File: config.mk
export PLATFORM = sky130hd
export DESIGN_NAME = sdram_init_seq
export DESIGN_NICKNAME = d
export VERILOG_FILES = /design/src/rtl/sdram_init_pkg.sv /design/src/rtl/sdram_init_timer.sv /design/src/rtl/sdram_init_seq.sv
export SDC_FILE = /design/constraint.sdc
export NUM_CORES = 1
export LEC_CHECK = 0
export CORE_ASPECT_RATIO = 1.5
export CORE_MARGIN = 2
export CORE_UTILIZATION = 50
export CTS_CLUSTER_DIAMETER = 80
export CTS_CLUSTER_SIZE = 8
export DETAILED_ROUTE_END_ITERATION = 8
export PLACE_DENSITY = 0.76
export SLEW_MARGIN = 20
export SYNTH_ARGS = -nofsm -noshare
export SYNTH_HDL_FRONTEND = slang
export SYNTH_SLANG_ARGS = --single-unit
File: constraint.sdc
create_clock -name sys_clk -period 4.41 [get_ports sys_clk]
set_input_delay 0.882 -clock sys_clk [delete_from_list [all_inputs] [get_ports sys_clk]]
set_output_delay 0.882 -clock sys_clk [all_outputs]
set_load 0.01 [all_outputs]
File: src/rtl/sdram_init_pkg.sv
// Shared types and constants for the SDRAM power-up initialization sequencer.
// Optional refresh timer in the top is enabled by SDR_INIT_REFRESH_TIMER_EN.
package sdram_init_pkg;

    typedef enum logic [2:0] {
        PWR_WAIT,
        PRECHARGE,
        TRP_WAIT,
        AREF,
        TRFC_WAIT,
        LMR,
        TMRD_WAIT,
        DONE
    } init_state_e;

    // Command encodings as {cs_n, ras_n, cas_n, we_n}
    localparam logic [3:0] CMD_INHIBIT = 4'b1111;
    localparam logic [3:0] CMD_NOP     = 4'b0111;
    localparam logic [3:0] CMD_ACTIVE  = 4'b0011;
    localparam logic [3:0] CMD_AREF    = 4'b0001;
    localparam logic [3:0] CMD_PRE     = 4'b0010;
    localparam logic [3:0] CMD_LMR     = 4'b0000;

    // Mode register field offsets
    localparam int MR_BL_LSB  = 0;
    localparam int MR_BT_BIT  = 3;
    localparam int MR_CAS_LSB = 4;
    localparam int MR_OP_LSB  = 7;
    localparam int MR_WB_BIT  = 9;
    localparam int A10_BIT    = 10;

    // Only CL2 and CL3 are supported; anything else falls back to the safe CL3.
    function automatic logic [2:0] cas_code(input logic [2:0] cas);
        logic [2:0] code;
        if (cas == 3'd2) begin
            code = 3'd2;
        end else begin
            code = 3'd3;
        end
        return code;
    endfunction

endpackage

File: src/rtl/sdram_init_timer.sv
// Loadable down-counter with zero flag; holds at zero until reloaded.
module sdram_init_timer #(
    parameter int W = 8
) (
    input  logic         clk,
    input  logic         reset,
    input  logic         load,
    input  logic [W-1:0] load_val,
    output logic         zero
);

    localparam logic [W-1:0] ONE_C = {{(W-1){1'b0}}, 1'b1};

    logic [W-1:0] cnt_r;

    // Counter register: load has priority over decrement
    always_ff @(posedge clk) begin
        if (reset) begin
            cnt_r <= {W{1'b0}};
        end else if (load) begin
            cnt_r <= load_val;
        end else if (cnt_r != {W{1'b0}}) begin
            cnt_r <= cnt_r - ONE_C;
        end else begin
            cnt_r <= cnt_r;
        end
    end

    assign zero = (cnt_r == {W{1'b0}});

endmodule

File: src/rtl/sdram_init_seq.sv
// SDRAM power-up sequencer: NOP hold, PRECHARGE ALL, NUM_AR AUTO REFRESH, LOAD MODE.
// Define SDR_INIT_REFRESH_TIMER_EN to add the periodic refresh request timer.
module sdram_init_seq
    import sdram_init_pkg::*;
#(
    parameter int INIT_NOP_CYCLES = 10000,
    parameter int PRE_GAP         = 3,
    parameter int TRP             = 8,
    parameter int TRFC            = 10,
    parameter int NUM_AR          = 16,
    parameter int TMRD            = 18,
    parameter int SDR_AW          = 13,
    parameter int REF_INTERVAL    = 780
) (
    input  logic              sys_clk,
    input  logic              reset,
    input  logic [2:0]        cfg_sdr_cas,
    input  logic [2:0]        cfg_burst_len,
    output logic              sdr_cs_n,
    output logic              sdr_ras_n,
    output logic              sdr_cas_n,
    output logic              sdr_we_n,
    output logic [1:0]        sdr_ba,
    output logic [SDR_AW-1:0] sdr_addr,
    output logic              init_done,
    output logic              ref_req,
    input  logic              ref_ack
);

    localparam int P_CYC = INIT_NOP_CYCLES + PRE_GAP;
    localparam int MAX_A = (P_CYC > TRP) ? P_CYC : TRP;
    localparam int MAX_B = (MAX_A > TRFC) ? MAX_A : TRFC;
    localparam int MAX_C = (MAX_B > TMRD) ? MAX_B : TMRD;
    localparam int MAX_D = (MAX_C > REF_INTERVAL) ? MAX_C : REF_INTERVAL;
    localparam int CNT_W = $clog2(MAX_D + 1);

    // Delays are loaded on the edge that issues the preceding command
    localparam logic [CNT_W-1:0] LD_PWR  = CNT_W'(P_CYC - 1);
    localparam logic [CNT_W-1:0] LD_TRP  = CNT_W'(TRP - 1);
    localparam logic [CNT_W-1:0] LD_TRFC = CNT_W'(TRFC - 1);
    localparam logic [CNT_W-1:0] LD_TMRD = CNT_W'(TMRD - 1);
    localparam logic [7:0]       NUM_AR_C = 8'(NUM_AR);

    init_state_e        state_r, state_s;
    logic               started_r, started_s;
    logic [7:0]         ar_cnt_r, ar_cnt_s;
    logic [3:0]         cmd_r, cmd_s;
    logic [SDR_AW-1:0]  addr_r, addr_s;
    logic [1:0]         ba_r;
    logic               init_done_r;
    logic               tmr_load_s;
    logic [CNT_W-1:0]   tmr_val_s;
    logic               tmr_zero_s;

    sdram_init_timer #(.W(CNT_W)) u_wait_tmr (
        .clk      (sys_clk),
        .reset    (reset),
        .load     (tmr_load_s),
        .load_val (tmr_val_s),
        .zero     (tmr_zero_s)
    );

    // Next-state, next-command and wait-timer control
    always_comb begin
        state_s    = state_r;
        started_s  = started_r;
        ar_cnt_s   = ar_cnt_r;
        tmr_load_s = 1'b0;
        tmr_val_s  = {CNT_W{1'b0}};
        cmd_s      = CMD_NOP;
        addr_s     = {SDR_AW{1'b0}};
        case (state_r)
            PWR_WAIT: begin
                if (!started_r) begin
                    started_s  = 1'b1;
                    tmr_load_s = 1'b1;
                    tmr_val_s  = LD_PWR;
                    cmd_s      = CMD_INHIBIT;
                end else if (tmr_zero_s) begin
                    state_s         = PRECHARGE;
                    tmr_load_s      = 1'b1;
                    tmr_val_s       = LD_TRP;
                    cmd_s           = CMD_PRE;
                    addr_s[A10_BIT] = 1'b1;
                end else begin
                    state_s = PWR_WAIT;
                end
            end
            PRECHARGE: state_s = TRP_WAIT;
            TRP_WAIT: begin
                if (tmr_zero_s) begin
                    state_s    = AREF;
                    tmr_load_s = 1'b1;
                    tmr_val_s  = LD_TRFC;
                    cmd_s      = CMD_AREF;
                    ar_cnt_s   = ar_cnt_r + 8'd1;
                end else begin
                    state_s = TRP_WAIT;
                end
            end
            AREF: state_s = TRFC_WAIT;
            TRFC_WAIT: begin
                if (tmr_zero_s && (ar_cnt_r < NUM_AR_C)) begin
                    state_s    = AREF;
                    tmr_load_s = 1'b1;
                    tmr_val_s  = LD_TRFC;
                    cmd_s      = CMD_AREF;
                    ar_cnt_s   = ar_cnt_r + 8'd1;
                end else if (tmr_zero_s) begin
                    state_s    = LMR;
                    tmr_load_s = 1'b1;
                    tmr_val_s  = LD_TMRD;
                    cmd_s      = CMD_LMR;
                    addr_s[MR_BL_LSB +: 3]  = cfg_burst_len;
                    addr_s[MR_CAS_LSB +: 3] = cas_code(cfg_sdr_cas);
                end else begin
                    state_s = TRFC_WAIT;
                end
            end
            LMR: state_s = TMRD_WAIT;
            TMRD_WAIT: begin
                if (tmr_zero_s) begin
                    state_s = DONE;
                end else begin
                    state_s = TMRD_WAIT;
                end
            end
            DONE:    state_s = DONE;
            default: state_s = PWR_WAIT;
        endcase
    end

    // State, counters and registered pin outputs
    always_ff @(posedge sys_clk) begin
        if (reset) begin
            state_r     <= PWR_WAIT;
            started_r   <= 1'b0;
            ar_cnt_r    <= 8'd0;
            cmd_r       <= CMD_INHIBIT;
            addr_r      <= {SDR_AW{1'b0}};
            ba_r        <= 2'b00;
            init_done_r <= 1'b0;
        end else begin
            state_r     <= state_s;
            started_r   <= started_s;
            ar_cnt_r    <= ar_cnt_s;
            cmd_r       <= cmd_s;
            addr_r      <= addr_s;
            ba_r        <= 2'b00;
            init_done_r <= (state_s == DONE);
        end
    end

    assign {sdr_cs_n, sdr_ras_n, sdr_cas_n, sdr_we_n} = cmd_r;
    assign sdr_addr  = addr_r;
    assign sdr_ba    = ba_r;
    assign init_done = init_done_r;

`ifdef SDR_INIT_REFRESH_TIMER_EN
    localparam logic [CNT_W-1:0] LD_REF = CNT_W'(REF_INTERVAL - 1);

    logic ref_load_s;
    logic ref_zero_s;
    logic ref_expire_s;
    logic ref_req_r;

    assign ref_expire_s = init_done_r && ref_zero_s;
    assign ref_load_s   = ((state_r == TMRD_WAIT) && (state_s == DONE)) || ref_expire_s;

    sdram_init_timer #(.W(CNT_W)) u_ref_tmr (
        .clk      (sys_clk),
        .reset    (reset),
        .load     (ref_load_s),
        .load_val (LD_REF),
        .zero     (ref_zero_s)
    );

    // A new expiry wins over a coincident acknowledge
    always_ff @(posedge sys_clk) begin
        if (reset) begin
            ref_req_r <= 1'b0;
        end else if (ref_expire_s) begin
            ref_req_r <= 1'b1;
        end else if (ref_ack) begin
            ref_req_r <= 1'b0;
        end else begin
            ref_req_r <= ref_req_r;
        end
    end

    assign ref_req = ref_req_r;
`else
    logic unused_ref_ack_s;
    assign unused_ref_ack_s = ref_ack;
    assign ref_req = 1'b0;
`endif

endmodule

==> impl_metrics.csv <==
group,metric,value,unit
outcome,status,"finished clean",
placement,hpwlAfterDp,2286,um
layout,layout-area-overhead-vs-synth,12.78,%
sta,tns,0,ns
yosys,synth_mux_area_frac,0.04399,
setup_path,critPathMaxFanout,21,
clock_network,clk_pin_slew,0.07,ns
yosys,yosys_warnings,0,
yosys,synthArstFlopShare,0,
clock_network,cts_tree,"yes",
pwr,vdd_drop_max,229.2,uV
yosys,synth.top_cell.area_share,0.4134,
yosys,synth.largest_area_cell,"dfxtp_1",
global_routing,grt_pass1_wl,5416,um
setup_path,arrival,2.74,ns
yosys,synth-compound-area-share,0.1299,
yosys,ys_seq_area_frac,0.4134,
sta,fin_crit_sh,0.5810,
die,die_h,77.32,um
yosys,synth_top_family_by_area,"simple AND/OR/NAND/NOR gates",
clock_network,clock_latency,0.29,ns
layout,fin_nets,225,
yosys,ys_types,44,
sta,min_period,2.562,ns
worst_hold_path,hp-start,"u_wait_tmr.cnt_r[11]",
job,maxCapViolations,0,
global_routing,grt_max_degree,29,
global_routing,grt_pass1_vias,1238,
yosys,synth_flop_cell,"dfxtp_1",
yosys,synth-seq-cells,37,
yosys,synth_common_cells,"dfxtp_1 (37), nor2_1 (14), a21oi_1 (13), buf_4 (10), or4_1 (9)",
setup_path,cp-start-kind,"flip-flop",
placement,numPortBuffers,18,
clock_network,cts-root-buf,"clkbuf_8",
setup_path,cp_num_buf_inv,0,
global_routing,globalRouteOverflowTotal,0,
routing,viasPerCell,5.549,
setup_path,r2r_end,"ar_cnt_r[6]",
sta,drv_slew,0,
pwr,p_leak,0.0007384,uW
die,die-area,4088,um^2
sta,relSlewSlack,0.3687,
die,die_w,52.88,um
worst_hold_path,holdPathStages,2,
die,io-pin-count,30,
routing,drc,0,
clock_network,hold_buffers,0,
die,core.rowCount,26,
yosys,synthAdderAreaFrac,0.02095,
setup_path,cp_slowest_cell,"or4_4",
yosys,synth_xor_area_frac,0.02933,
yosys,syn_avg_cell_area,8.959,um^2
setup_path,crit_type,"reg2reg",
sta,worst_pin_slew,0.9440,ns
layout,layout-drive-gt1-share,0.06573,
layout,layoutNonFillerInstCount,255,
layout,final_util,0.5916,
worst_hold_path,hold_path_class,"reg2reg",
setup_path,regToRegSetupSlack,1.85,ns
routing,num_vias,1415,
setup_path,critical-path-top-delay-family,"simple AND/OR/NAND/NOR gates",
sta,hold_viol_final,0,
clock_network,numCtsBuffers,5,
setup_path,path_depth,4,
global_routing,grt_usage,0.1770,
sta,max_freq,390.3,MHz
yosys,synth_cells,200,
routing,wire_per_inst,12.77,um
sta,rsz0062_at_grt,"false",
sta,finalClockSkew,0.007371,ns
setup_path,r2r_cells,4,
setup_path,critPathMaxStageDelay,0.69,ns
yosys,yosys.cell_count.top_type,"dfxtp_1",
placement,postPlaceCellArea,1934,um^2
placement,dpl.cell_count,248,
pwr,total_power,727.7,uW
clock_network,cts_resized,0,
setup_path,critPathRequiredTime,4.58,ns
yosys,synth_edf_count,0,
clock_network,htree_levels,2,
setup_path,crit_chain,"or4_1 > or4_4 > nor4b_1 > mux2_1",
clock_network,cts_max_path_buffers,2,
worst_hold_path,hold_path_end,"u_wait_tmr.cnt_r[11]",
routing,antenna_left,0,
clock_network,clock_sinks,37,
setup_path,crit-reg2reg-launch,"u_wait_tmr.cnt_r[4]",
routing,drt_wl_total,3256,um
pwr,powerDensity,360.1,nW/um^2
global_routing,antenna_found_initial,0,
yosys,synth_area,1792,um^2
layout,design_area,2021,um^2
die,core-area,3416,um^2
placement,place_congestion,0.7913,
layout,antenna_cells,0,
setup_path,cp-end-kind,"flip-flop",
sta,setup_viol,0,
routing,drtIter0Drc,35,
yosys,synth_simple_gate_area_frac,0.2744,
yosys,synthTopCellsByArea,"dfxtp_1 (41%), buf_4 (4.2%), or4_1 (3.8%), mux2_1 (3.8%), a21oi_1 (3.6%)",
clock_network,cts_setup_buffers,0,
die,start_util,0.5245,
routing,dr.pass1.iters,4,
==> layout by cell type, fill, tap and decap left out, drive strengths merged, types with 6 or more instances in the layout <==
cell type	Yosys	routed
dfxtp	37	37
clkdlybuf4s50	0	18
nor2	14	14
a21oi	13	13
conb	1	10
or4	10	10
nand2	8	8
nand3	8	8
nor3	8	8
o31ai	7	7
or3	7	7
mux2	7	7
clkbuf	8	7
nor4	7	7
nor2b	6	6
o21ai	6	6
==> registers in the layout, indices dropped and copies added, names as in the netlist <==
| name | flops |
|---|---|
| ar_cnt_r | 8 |
| cmd_r | 4 |
| init_done | 1 |
| sdr_addr | 6 |
| started_r | 1 |
| state_r | 3 |
| u_wait_tmr.cnt_r | 14 |
==> cell families (layout without fill, tap and decap cells) <==
kind of cell,Yosys count,after routing
AOI/OAI and AO/OA,37,37
DFF,37,37
xor gates and xnor gates,6,6
and+or+nand+nor,81,81
muxes,7,7
adders and majority gates,3,3
buffers and inverters,28,32
other,1,10
==> final cells by class <==
class,instances,area [um^2]
tap,42,52.55
clock buffer,7,86.33
timing repair buffer,19,187.7
fill,326,1395
sequential,37,740.7
multi-input combinational,144,930.9
inverter,6,22.52
==> how the worst max path moves through the flow <==
| stage | start | end | slack (ns) |
|---|---|---|---|
| 6_report | u_wait_tmr.cnt_r[4] | ar_cnt_r[6] | 1.85 |
| 5_1_grt | reset | u_wait_tmr.cnt_r[2] | 1.73 |
| 4_1_cts | u_wait_tmr.cnt_r[4] | ar_cnt_r[6] | 1.83 |
| 3_5_place_dp | reset | u_wait_tmr.cnt_r[0] | 1.58 |
| 3_3_place_gp | reset | u_wait_tmr.cnt_r[0] | 1.65 |
| 2_1_floorplan | u_wait_tmr.cnt_r[4] | ar_cnt_r[7] | 2.07 |
==> worst min-delay path, delay by kind of cell, from the launching register on <==
kind	cells	cell delay, ns
compound gates	1	0.05
flops	1	0.32
simple gates	1	0.06
==> per-stage QoR <==
step	setup WS (ns)	hold WS [ns]
floorplan	2.074	0.4349
global placement	1.647	0.4500
detailed placement	1.577	0.4689
CTS	1.835	0.4810
global route	1.733	0.5246
finish	1.848	0.4754
==> per-layer routing <==
layer | vias to the layer above | global-route usage | wire, um | part of all wire
li1 | 729 | - | - | -
met1 | 659 | 0.2118 | 1386 | 0.43
met2 | 22 | 0.2888 | 1736 | 0.53
met3 | 5 | 0.04669 | 85 | 0.026
met4 | 0 | 0.07692 | 48 | 0.015
met5 | - | 0 | 0 | 0
==> power by group <==
part | internal [uW] | switching, uW | total, uW
registers | 352 | 19.0 | 371
logic | 52.3 | 62.4 | 115
clock network | 124 | 118 | 242
Power figures use the tool's default switching activity.
